[src/rtl/signed_divider32_if.sv]
// ---------------------------------------------------------------------------
// signed_divider32_if
//
// Purpose : Issue/result bundle between the pipeline and the multi-cycle
//           signed divider (DIV execution unit).
// Signals :
//   ctrl_DIV        start pulse; operands are sampled on the same edge
//   data_operandA   dividend, two's complement
//   data_operandB   divisor, two's complement
//   data_result     registered quotient, truncated toward zero
//   data_exception  divide-by-zero flag, valid while data_resultRDY is high
//   data_resultRDY  one-cycle result-valid pulse
// Modports: master = pipeline side (issues), slave = divider side.
// ---------------------------------------------------------------------------
interface signed_divider32_if #(
    parameter int WIDTH = 32
);
    logic             ctrl_DIV;
    logic [WIDTH-1:0] data_operandA;
    logic [WIDTH-1:0] data_operandB;
    logic [WIDTH-1:0] data_result;
    logic             data_exception;
    logic             data_resultRDY;

    modport master (
        output ctrl_DIV,
        output data_operandA,
        output data_operandB,
        input  data_result,
        input  data_exception,
        input  data_resultRDY
    );

    modport slave (
        input  ctrl_DIV,
        input  data_operandA,
        input  data_operandB,
        output data_result,
        output data_exception,
        output data_resultRDY
    );
endinterface

[src/rtl/signed_divider32.sv]
// ---------------------------------------------------------------------------
// signed_divider32
//
// Purpose : Multi-cycle signed 32-bit integer divider. Computes A / B,
//           truncated toward zero, by restoring shift-subtract over 32
//           iterations on the operand magnitudes, then restores the sign.
// Ports   :
//   clock  rising-edge clock
//   reset  synchronous, active-high reset
//   bus    signed_divider32_if.slave (ctrl_DIV, operands, result,
//          exception, resultRDY)
// Timing  : a normal divide accepted on edge E0 presents its result after
//           E32 (RDY high for one cycle); divide-by-zero answers after E0.
//           Starts are accepted in IDLE or DONE only and ignored in RUN.
// ---------------------------------------------------------------------------
module signed_divider32 #(
    parameter int WIDTH = 32
) (
    input  logic                clock,
    input  logic                reset,
    signed_divider32_if.slave   bus
);

    typedef enum logic [1:0] {
        IDLE = 2'd0,
        RUN  = 2'd1,
        DONE = 2'd2
    } state_t;

    state_t state_q, state_d;

    // Control registers (reset)
    logic [4:0]       cnt_q;
    logic             rdy_q;
    logic             exc_q;
    logic [WIDTH-1:0] result_q;

    // Datapath registers (no reset needed; only meaningful in RUN)
    logic [WIDTH-1:0] rem_q;    // partial remainder, always < divisor
    logic [WIDTH-1:0] quo_q;    // dividend shifting out, quotient shifting in
    logic [WIDTH-1:0] dvs_q;    // divisor magnitude
    logic             sign_q;   // quotient sign

    // FSM decode strobes
    logic start_ok;
    logic step;
    logic finish;
    logic b_zero;

    // Iteration datapath
    logic [WIDTH:0]          rem_shift;
    logic signed [WIDTH:0]   trial;
    logic                    trial_ok;
    logic [WIDTH-1:0]        quo_next;

    // Two's complement negation through the bitwise-invert datapath.
    function automatic logic [WIDTH-1:0] negate(input logic [WIDTH-1:0] x);
        return ~x + WIDTH'(1);
    endfunction

    // Magnitude. The most negative value maps to itself, which reads as the
    // correct unsigned magnitude 2^(WIDTH-1) in the unsigned datapath.
    function automatic logic [WIDTH-1:0] abs_val(input logic signed [WIDTH-1:0] x);
        return x[WIDTH-1] ? negate(x) : x;
    endfunction

    assign b_zero = (bus.data_operandB == '0);

    // One restoring step: shift {remainder, dividend} left by one and try
    // subtracting the divisor at WIDTH+1 bits. The shifted remainder fits in
    // WIDTH+1 bits because the stored remainder is always below the divisor.
    assign rem_shift = {rem_q, quo_q[WIDTH-1]};
    assign trial     = $signed(rem_shift) - $signed({1'b0, dvs_q});
    assign trial_ok  = ~trial[WIDTH];
    assign quo_next  = {quo_q[WIDTH-2:0], trial_ok};

    // ---- FSM: next state and strobes ----
    always_comb begin
        state_d  = state_q;
        start_ok = 1'b0;
        step     = 1'b0;
        finish   = 1'b0;
        case (state_q)
            IDLE, DONE: begin
                state_d = IDLE;
                if (bus.ctrl_DIV) begin
                    start_ok = 1'b1;
                    state_d  = b_zero ? DONE : RUN;
                end
            end
            RUN: begin
                step = 1'b1;
                if (cnt_q == 5'd31) begin
                    finish  = 1'b1;
                    state_d = DONE;
                end
            end
            default: state_d = IDLE;
        endcase
    end

    // ---- FSM: state register ----
    always_ff @(posedge clock) begin
        if (reset) begin
            state_q <= IDLE;
        end else begin
            state_q <= state_d;
        end
    end

    // ---- Control and result registers ----
    always_ff @(posedge clock) begin
        if (reset) begin
            cnt_q    <= 5'd0;
            rdy_q    <= 1'b0;
            exc_q    <= 1'b0;
            result_q <= '0;
        end else begin
            if (start_ok) begin
                cnt_q <= 5'd0;
            end else if (step) begin
                cnt_q <= cnt_q + 5'd1;
            end

            // RDY/exception are high only for the cycle spent in DONE.
            rdy_q <= (start_ok && b_zero) || finish;
            exc_q <= start_ok && b_zero;

            if (start_ok && b_zero) begin
                result_q <= '0;
            end else if (finish) begin
                result_q <= sign_q ? negate(quo_next) : quo_next;
            end
        end
    end

    // ---- Iteration datapath ----
    always_ff @(posedge clock) begin
        if (start_ok && !b_zero) begin
            rem_q  <= '0;
            quo_q  <= abs_val(bus.data_operandA);
            dvs_q  <= abs_val(bus.data_operandB);
            sign_q <= bus.data_operandA[WIDTH-1] ^ bus.data_operandB[WIDTH-1];
        end else if (step) begin
            rem_q <= trial_ok ? trial[WIDTH-1:0] : rem_shift[WIDTH-1:0];
            quo_q <= quo_next;
        end
    end

    assign bus.data_result    = result_q;
    assign bus.data_exception = exc_q;
    assign bus.data_resultRDY = rdy_q;

endmodule

[src/flat_wrapper.sv]
// flat-port wrapper written by rule: the top's interface ports become plain ports
module signed_divider32_flat 
#(
    parameter int WIDTH = 32
)
  (clock, reset, bus_ctrl_DIV, bus_data_operandA, bus_data_operandB, bus_data_result, bus_data_exception, bus_data_resultRDY);
  signed_divider32_if #(.WIDTH(WIDTH)) bus_i ();
  input  logic clock;
  input  logic reset;
  input wire logic [$bits(bus_i.ctrl_DIV)-1:0] bus_ctrl_DIV;
  input wire logic [$bits(bus_i.data_operandA)-1:0] bus_data_operandA;
  input wire logic [$bits(bus_i.data_operandB)-1:0] bus_data_operandB;
  output wire logic [$bits(bus_i.data_result)-1:0] bus_data_result;
  output wire logic [$bits(bus_i.data_exception)-1:0] bus_data_exception;
  output wire logic [$bits(bus_i.data_resultRDY)-1:0] bus_data_resultRDY;
  assign bus_i.ctrl_DIV = bus_ctrl_DIV;
  assign bus_i.data_operandA = bus_data_operandA;
  assign bus_i.data_operandB = bus_data_operandB;
  assign bus_data_result = bus_i.data_result;
  assign bus_data_exception = bus_i.data_exception;
  assign bus_data_resultRDY = bus_i.data_resultRDY;
  signed_divider32 #(.WIDTH(WIDTH)) u_core (.clock(clock), .reset(reset), .bus(bus_i));
endmodule
[config.mk]
export PLATFORM = sky130hd
export DESIGN_NAME = signed_divider32_flat
export DESIGN_NICKNAME = d
export VERILOG_FILES = /design/src/rtl/signed_divider32_if.sv /design/src/rtl/signed_divider32.sv /design/src/flat_wrapper.sv
export SDC_FILE = /design/constraint.sdc
export NUM_CORES = 1
export LEC_CHECK = 0
export ABC_AREA = 1
export ABC_CLOCK_PERIOD_IN_PS = 5200
export CORE_UTILIZATION = 35
export CTS_BUF_LIST = sky130_fd_sc_hd__clkbuf_4
export DETAILED_ROUTE_END_ITERATION = 6
export GPL_TIMING_DRIVEN = 0
export SYNTH_ARGS = -nofsm -noshare
export SYNTH_HDL_FRONTEND = slang
export SYNTH_SLANG_ARGS = --single-unit
[constraint.sdc]
create_clock -name clock -period 5.2 [get_ports clock]
set_input_delay 0.52 -clock clock [delete_from_list [all_inputs] [get_ports clock]]
set_output_delay 0.52 -clock clock [all_outputs]
set_load 0.02 [all_outputs]
==> reports/results.tsv, run 1 <==
stage	metric	value	unit
finish	final_common_cell	nand2_1	
synth	synth_top_area_cell	edfxtp_1	
synth	yosys-top-cells-area	edfxtp_1 21%, dfxtp_1 15%, nand2_1 11%	
place	place_ws	1080	ps
finish	mostFrequentLayoutCells	283 x nand2_1, 166 x inv_1, 141 x nor2_1	
synth	synth_ff_type	dfxtp_1	
die	floorplan.rows	59	
clock_tree	clockBufferDepth	2	
timing	rsz0062_at_grt	no	
synth	netlist.area_leader.share	20.5	%
clock_tree	htreeDepth	4	
synth	synthCells	1318	
setup_path	crit_path_max_incr_delay	460	ps
clock_tree	cts_tree	done	
clock_tree	clk_pin_slew	120	ps
setup_path	crit_slowest_cell	edfxtp_1	
timing	hold_violations	0	
die	initial_core_util	36.1	%
routing	ant_nets	0	
timing	max_freq	240	MHz
setup_path	worstPathRequired	5670	ps
synth	async_flop_share	0	%
clock_tree	clk_latency	570	ps
grt	grt_overflow	0	
die	die_w	167	um
timing	skew	19.1	ps
setup_path	cp_common_cell	nand2_1	
synth	synth_edf_count	65	
hold_path	hp-class	register to register	
timing	setup_violations	0	
run	max_cap_violations	0	
routing	routed_wl	28.7	mm
routing	drt_iter0_markers	695	
synth	ys_ff_latch	138	
clock_tree	clock-sinks	138	
die	dieArea	0.0278	mm2
die	core	0.0264	mm2
timing	slew_headroom	46.4	%
timing	slew_viol_final	0	
routing	drt_pass1_iterations	7	
grt	grt_pass1_wl	46.4	mm
setup_path	critical_path_arrival	4640	ps
grt	grt_start_max_net_pins	37	
grt	grt_pass1_vias	8746	
die	dieHeight	167	um
finish	area_growth	18.1	%
grt	grt_usage	21.4	%
setup_path	end_kind	register	
pwr	p_leak	4.86	nW
routing	drt-vias-per-instance	5.09	
finish	fin_nets	1542	
place	dp_hpwl	23.4	mm
grt	antenna_found_initial	2	
setup_path	startpoint_type	register	
routing	wl_per_cell	16.0	um
routing	vias	9095	
synth	synth_cell_types	51	
setup_path	crit_fanout	10	
clock_tree	clockRootBuffer	clkbuf_4	
clock_tree	cts_buffers	17	
synth	avgSynthCellArea	7.21	um2
synth	yosysSeqAreaShare	35.9	%
place	gp_congestion	0.898	
routing	drc_errors	0	
finish	fin_area	0.0112	mm2
pwr	ir_drop	0.129	mV
place	placed_cell_area	0.0109	mm2
timing	tns	0	ps
timing	fin_ws	1040	ps
run_status	status	completed	
die	ios	101	
synth	ys.warnings.count	0	
synth	syn-num-nets	1423	
timing	tightestPinTransition	802	ps
finish	drive_gt1_share	5.79	%
timing	fin_crit	4160	ps
timing	fin_crit_sh	80.1	%
place	place.port_buffers	99	
clock_tree	post_cts_buffers	0	
synth	syn_area	0.00950	mm2
setup_path	worstSetupPathType	register to register	
pwr	p_per_area	355	mW/mm2
clock_tree	ctsResizeCount	0	
clock_tree	cts_hold_buf	0	
## power breakdown
group	internal [mW]	switching, mW	leakage, nW	total (mW)
clock network	0.330	0.409	0.145	0.740
registers	1.32	0.151	1.23	1.47
logic	0.640	1.13	3.48	1.77
## per-stage QoR
step                      hold slack, ps  cells  total power [mW]  utilization, %
final                                475   1786              3.98            42.6
after global routing                 501   1786              4.31            42.6
after CTS                            476   1785              3.98            42.6
after detailed placement             459   1753              3.25            41.5
after global placement               453   1752              3.22            41.4
after floorplan                      442   1318              2.72               -
## registers in the layout, indices dropped and copies added, names as in the netlist, 2 cells and up
register / count
u_core.bus.data_result: 32
u_core.rem_q: 32
u_core.cnt_q: 5
u_core.state_q: 2
u_core.dvs_q: 32
u_core.quo_q: 32
## worst max-delay path: cells and delay by family (launching register included)
family,cells,cell delay [ps]
DFF,1,460
AOI/OAI and AO/OA,3,430
adders and majority gates,3,880
buffers and inverters,7,790
and+or+nand+nor,16,1520
## Yosys cell counts (6+ instances only)
cell        n
nand2_2    13
inv_1     166
a21oi_1    78
or2_0       6
buf_2      13
ha_1       37
o21a_1      7
a31oi_1     7
nor4_1     12
nand4_1    13
o21ai_1    12
o21ai_0   100
o211ai_1   16
edfxtp_1   65
dfxtp_1    73
xnor2_1    27
a21o_1      6
nand3_1    73
nand2_1   283
clkbuf_1   17
xor2_1     58
nor3_1     22
or2_2       6
o21bai_1   12
o31ai_1     7
nor2_1    141
## area by class of cell
| cell class | instances | area, um2 |
|---|---|---|
| Clock buffer | 18 | 135 |
| Buffer | 38 | 190 |
| Timing Repair Buffer | 100 | 1010 |
| Sequential cell | 138 | 3410 |
| Clock inverter | 14 | 155 |
| Antenna cell | 1 | 2.50 |
| Tap cell | 335 | 419 |
| Inverter | 172 | 646 |
| Fill cell | 2697 | 15100 |
| Multi-Input combinational cell | 970 | 5260 |
## metal layers
layer	wire (um)	global-route usage (%)
met5	13	0
met4	581	6.32
met3	1460	3.45
met2	12400	33.0
met1	14200	30.5
## cells by family (layout without fill, tap and decap cells)
| group | count (synthesis) | in the layout | synth area share (%) |
|---|---|---|---|
| AO/OA/AOI/OAI | 260 | 260 | 15.7 |
| AND/OR/NAND/NOR | 587 | 587 | 26.7 |
| flip-flops | 138 | 138 | 35.9 |
| adder cells (fa/ha/maj) | 38 | 38 | 5.08 |
| buffers and inverters | 210 | 342 | 8.78 |
| other | 0 | 1 | 0 |
| XOR/XNOR | 85 | 85 | 7.83 |
## worst paths after layout
check / end / cells after the start / start / slack (ps)
min: u_core.cnt_q[4] / 2 / u_core.cnt_q[4] / 480
min reg2reg: u_core.cnt_q[4] / 2 / u_core.cnt_q[4] / 480
max: u_core.bus.data_result[28] / 29 / u_core.dvs_q[0] / 1040
max reg2reg: u_core.bus.data_result[28] / 29 / u_core.dvs_q[0] / 1040
Note: power is estimated with default switching activity, not from simulation.
==> run 2, diff against run 1 <==
--- a/config.mk
+++ b/config.mk
@@ -6,7 +6,7 @@
 export NUM_CORES = 1
 export LEC_CHECK = 0
 export ABC_AREA = 1
-export ABC_CLOCK_PERIOD_IN_PS = 5200
+export ABC_CLOCK_PERIOD_IN_PS = 4300
 export CORE_UTILIZATION = 35
 export CTS_BUF_LIST = sky130_fd_sc_hd__clkbuf_4
 export DETAILED_ROUTE_END_ITERATION = 6
==> constraint.sdc (replaced) <==
create_clock -name clock -period 4.3 [get_ports clock]
set_input_delay 0.43 -clock clock [delete_from_list [all_inputs] [get_ports clock]]
set_output_delay 0.43 -clock clock [all_outputs]
set_load 0.02 [all_outputs]
==> run 2 against run 1 <==
Against the previous run: fmax is 4.7% higher; clock power up 21%; sequential power rose by 21%; critical path depth fell by 1; die area did not move; final cell count about the same; largest power group unchanged.
==> reports/results.tsv, run 2 (same netlist as run 1, synthesis figures left out) <==
stage	metric	value	unit	change
clock_tree	htreeDepth	4		unchanged
die	dieArea	0.0278	mm2	unchanged
grt	antenna_found_initial	2		unchanged
clock_tree	clk_latency	570	ps	about the same
setup_path	critical_path_arrival	4450	ps	-190 ps
die	floorplan.rows	59		unchanged
setup_path	startpoint_type	register		
clock_tree	ctsResizeCount	0		unchanged
hold_path	hp-class	primary input to register		
place	placed_cell_area	0.0109	mm2	unchanged
clock_tree	clock-sinks	138		unchanged
grt	grt_pass1_vias	8746		unchanged
setup_path	cp_common_cell	nand2_1		
setup_path	crit_buf_inv	6		-1
clock_tree	clk_pin_slew	120	ps	about the same
setup_path	reg2reg_to	u_core.bus.data_result[28]		
run_status	status	completed		
setup_path	worstPathRequired	4770	ps	-900 ps
setup_path	crit_path_max_incr_delay	450	ps	about the same
finish	final_common_cell	nand2_1		
grt	grt_usage	21.4	%	unchanged
timing	setup_violations	0		unchanged
routing	wl_per_cell	16.0	um	-0.34%
timing	max_freq	251	MHz	+4.7%
timing	tightestPinTransition	797	ps	-4.80 ps
routing	vias	9046		-0.54%
clock_tree	cts_tree	done		
finish	area_growth	18.2	%	about the same
routing	drt_pass1_iterations	5		-2
finish	fin_nets	1541		-0.065%
setup_path	path_depth	28		-3.4%
setup_path	setup.worst_path.start	u_core.dvs_q[0]		
clock_tree	clockRootBuffer	clkbuf_4		
setup_path	worstSetupPathType	register to register		
timing	rsz0062_at_grt	no		
place	gp_congestion	0.898		unchanged
die	initial_core_util	36.1	%	unchanged
setup_path	reg2reg_depth	28		-3.4%
setup_path	end_kind	register		
routing	drt-vias-per-instance	5.07		-0.48%
timing	slew_viol_final	0		unchanged
die	ios	101		unchanged
pwr	p_per_area	428	mW/mm2	+21%
routing	routed_wl	28.5	mm	-0.40%
die	dieHeight	167	um	unchanged
routing	drt_iter0_markers	730		+5.0%
clock_tree	cts_hold_buf	0		unchanged
place	place.port_buffers	99		unchanged
clock_tree	clockBufferDepth	2		unchanged
grt	grt_pass1_wl	46.4	mm	unchanged
clock_tree	cts_buffers	17		unchanged
pwr	ir_drop	0.157	mV	+21%
grt	grt_start_max_net_pins	37		unchanged
clock_tree	post_cts_buffers	0		unchanged
finish	mostFrequentLayoutCells	283 x nand2_1, 166 x inv_1, 141 x nor2_1		
routing	ant_nets	0		unchanged
die	core	0.0264	mm2	unchanged
grt	grt_overflow	0		unchanged
pwr	p_leak	4.86	nW	about the same
die	die_w	167	um	unchanged
setup_path	r2r-start	u_core.dvs_q[0]		
timing	slew_headroom	46.8	%	+0.32 points
finish	fin_area	0.0112	mm2	about the same
timing	skew	19.9	ps	+0.758 ps
finish	drive_gt1_share	5.73	%	-0.065 points
setup_path	crit_fanout	19		+9
setup_path	regToRegSetupSlack	320	ps	-710 ps
setup_path	crit_slowest_cell	edfxtp_1		
timing	fin_hold_ws	468	ps	-6.70 ps
run	max_cap_violations	0		unchanged
timing	fin_crit	3980	ps	-185 ps
setup_path	crit_path_end	u_core.bus.data_result[28]		
setup_path	cp_top_family	simple AND/OR/NAND/NOR gates		
routing	drc_errors	0		unchanged
timing	fin_crit_sh	92.5	%	+12 points
place	dp_hpwl	23.4	mm	unchanged
timing	hold_violations	0		unchanged
run 2: cell count changes in the layout (fill, tap and decap cells not counted):
cell / before / now
buf_12: 1 / 2
buf_6: 3 / 2
buf_4: 2 / 1
run 2: per-layer routing:
metal	vias to the layer above	routed length, um	GRT usage (%)
li1	4615	-	-
met1	4149	14100	30.5
met2	240	12500	33.0
met3	40	1350	3.45
met4	2	585	6.32
met5	-	13	0
run 2: metrics by stage:
stage | setup slack, ps | power [mW] | TNS [ps] | utilization [%] | cells
after CTS | 123 | 4.82 | 0 | 42.6 | 1785
after global routing | 6.03 | 5.21 | 0 | 42.6 | 1785
after floorplan | 914 | 3.29 | 0 | - | 1318
after detailed placement | 178 | 3.93 | 0 | 41.5 | 1753
final | 321 | 4.81 | 0 | 42.6 | 1785
after global placement | -221 | 3.90 | -5300 | 41.4 | 1752
run 2: worst min-delay path by stage:
stage	cells past startpoint	end	slack, ps	from
2_1_floorplan	2	u_core.rem_q[30]	440	u_core.rem_q[30]
3_3_place_gp	2	u_core.cnt_q[4]	450	u_core.cnt_q[4]
3_5_place_dp	2	u_core.bus.data_result[20]	460	u_core.bus.data_result[20]
4_1_cts	3	u_core.dvs_q[9]	430	bus_data_operandB[31]
5_1_grt	3	u_core.dvs_q[7]	460	bus_data_operandB[31]
6_report	3	u_core.dvs_q[7]	470	bus_data_operandB[31]
run 2: where the power goes:
group	internal, mW	switching [mW]	leakage [nW]
sequential	1.59	0.181	1.23
clock	0.400	0.494	0.145
combinational	0.778	1.36	3.48
total	2.77	2.04	4.86
run 2: worst min-delay path, stage by stage:
cell and delay [ps]:
clkbuf_1 200, o31ai_1 140, xor2_1 90
run 2: cell type report:
type / instances / area, um2
antenna: 1 / 2.50
buffer: 37 / 191
clock buffer: 18 / 135
clock inverter: 14 / 155
fill: 2692 / 15100
inverter: 172 / 646
multi-input combinational: 970 / 5260
sequential: 138 / 3410
tap: 335 / 419
timing repair buffer: 100 / 1010
==> run 3, diff against run 2 <==
--- a/config.mk
+++ b/config.mk
@@ -11,6 +11,8 @@
 export CTS_BUF_LIST = sky130_fd_sc_hd__clkbuf_4
 export DETAILED_ROUTE_END_ITERATION = 6
 export GPL_TIMING_DRIVEN = 0
+export SLEW_MARGIN = 20
 export SYNTH_ARGS = -nofsm -noshare
 export SYNTH_HDL_FRONTEND = slang
 export SYNTH_SLANG_ARGS = --single-unit
+export TNS_END_PERCENT = 5
==> run 3 against run 2 <==
Against the previous run: first-iteration DRC count shrank 13%; count of clock-buffer cells in the layout stayed put; utilization about the same; worst setup slack improved by 98 ps; largest cell class unchanged; wire length up 1.2%; die area stayed put; clock power grew 2%; combinational power about the same.
==> reports/results.tsv, run 3 (same netlist as run 1, synthesis figures left out) <==
stage	metric	value	unit	change
grt	antenna_found_initial	2		unchanged
setup_path	crit_path_max_incr_delay	450	ps	about the same
die	floorplan.rows	59		unchanged
clock_tree	cts_hold_buf	0		unchanged
grt	grt_pass1_wl	46.2	mm	-0.43%
timing	fin_crit_sh	90.3	%	-2.3 points
timing	tightestPinTransition	812	ps	+15.0 ps
setup_path	startpoint_type	register		
die	dieArea	0.0278	mm2	unchanged
finish	seq_area	0.00341	mm2	unchanged
finish	multiInputGateArea	0.00526	mm2	+0.14%
finish	mostFrequentLayoutCells	283 x nand2_1, 166 x inv_1, 141 x nor2_1		
clock_tree	clockRootBuffer	clkbuf_4		
clock_tree	clock-sinks	138		unchanged
timing	slew_viol_final	0		unchanged
clock_tree	cts_buffers	17		unchanged
clock_tree	clk_latency	570	ps	about the same
place	place.port_buffers	99		unchanged
finish	drive_gt1_share	5.80	%	+0.069 points
die	die_w	167	um	unchanged
place	gp_congestion	0.898		unchanged
die	core	0.0264	mm2	unchanged
routing	vias	9045		-0.011%
pwr	p_per_area	430	mW/mm2	+0.37%
finish	final_common_cell	nand2_1		
timing	max_freq	258	MHz	+2.5%
setup_path	crit_buf_inv	6		unchanged
routing	wl_per_cell	16.2	um	+1.2%
clock_tree	clk_pin_slew	130	ps	about the same
setup_path	end_kind	register		
grt	grt_overflow	0		unchanged
timing	slew_headroom	45.8	%	-1.0 points
routing	ant_nets	0		unchanged
finish	fillerInstances	2714		+0.82%
timing	setup_violations	0		unchanged
setup_path	worstSetupPathType	register to register		
routing	routed_wl	28.9	mm	+1.2%
finish	area_growth	18.2	%	about the same
timing	rsz0062_at_grt	no		
routing	drc_errors	0		unchanged
die	dieHeight	167	um	unchanged
hold_path	hp-class	primary input to register		
timing	fin_crit	3880	ps	-97.9 ps
routing	drt-vias-per-instance	5.07		about the same
pwr	ir_drop	0.149	mV	-4.8%
finish	fin_nets	1541		unchanged
clock_tree	htreeDepth	4		unchanged
grt	grt_usage	21.3	%	about the same
setup_path	crit_slowest_cell	edfxtp_1		
die	ios	101		unchanged
setup_path	cp_common_cell	nand2_1		
grt	grt_pass1_vias	8682		-0.73%
place	dp_hpwl	23.4	mm	about the same
run_status	status	completed		
routing	drt_iter0_markers	634		-13%
clock_tree	clockBufferDepth	2		unchanged
timing	skew	24.6	ps	+4.80 ps
run	max_cap_violations	0		unchanged
timing	tns	0	ps	unchanged
setup_path	crit_fanout	19		unchanged
setup_path	cp_top_family	simple AND/OR/NAND/NOR gates		
clock_tree	cts_tree	done		
setup_path	worstPathRequired	4770	ps	about the same
routing	drt_pass1_iterations	5		unchanged
timing	fin_hold_ws	474	ps	+5.51 ps
die	initial_core_util	36.1	%	unchanged
setup_path	critical_path_arrival	4350	ps	-100 ps
timing	hold_violations	0		unchanged
grt	grt_start_max_net_pins	37		unchanged
pwr	p_leak	4.86	nW	about the same
[run 3: cell counts in the layout (fill, tap and decap cells not counted)]
No cell type changed its count.
[run 3: worst paths after layout]
path                                            start                    endpoint  slack, ps  depth (start not counted)
worst min-delay path            bus_data_operandB[31]             u_core.dvs_q[9]        470                          3
worst max register to register        u_core.dvs_q[0]  u_core.bus.data_result[28]        420                         28
worst max-delay path                  u_core.dvs_q[0]  u_core.bus.data_result[28]        420                         28
worst min register to register        u_core.cnt_q[4]             u_core.cnt_q[4]        480                          2
[run 3: per-layer routing]
| metal | GRT usage, % | vias to the layer above | share of wire, % |
|---|---|---|---|
| met5 | 0 | - | 0.045 |
| met4 | 7.29 | 2 | 2.0 |
| met3 | 3.07 | 38 | 5.6 |
| met2 | 32.9 | 273 | 44 |
| met1 | 30.4 | 4120 | 49 |
| li1 | - | 4612 | - |
[run 3: cell type report]
class,instances,area share (%)
multi-input combinational,970,46.8
clock inverter,14,1.38
timing repair buffer,100,9.00
clock buffer,18,1.20
tap,335,3.73
buffer,37,1.70
inverter,172,5.75
antenna,1,0.0223
sequential,138,30.4
[run 3: through the flow]
stage               worst slack, ps  cells  area, um2  util [%]  power, mW
global route                   18.0   1785      11200      42.6       5.21
detailed placement              191   1753      10900      41.5       3.93
CTS                             139   1785      11200      42.6       4.83
global placement               -221   1752      10900      41.4       3.90
floorplan                       914   1318       9500         -       3.29
finish                          419   1785      11200      42.6       4.83
[run 3: what timing repair did]
action                     4_1_cts  5_1_grt
setup endpoints to repair        0        6
resized for setup                0        4
setup buffers                    0        0
[run 3: tightest hold or removal path: cells and delay by family]
| kind | cells | cell delay (ps) |
|---|---|---|
| and+or+nand+nor | 1 | 150 |
| xor gates and xnor gates | 1 | 80 |
| buffers and inverters | 1 | 210 |
[run 3: where the power goes]
group	switching [mW]	internal, mW
clock network	0.508	0.400
registers	0.182	1.59
logic	1.37	0.780
total	2.06	2.77
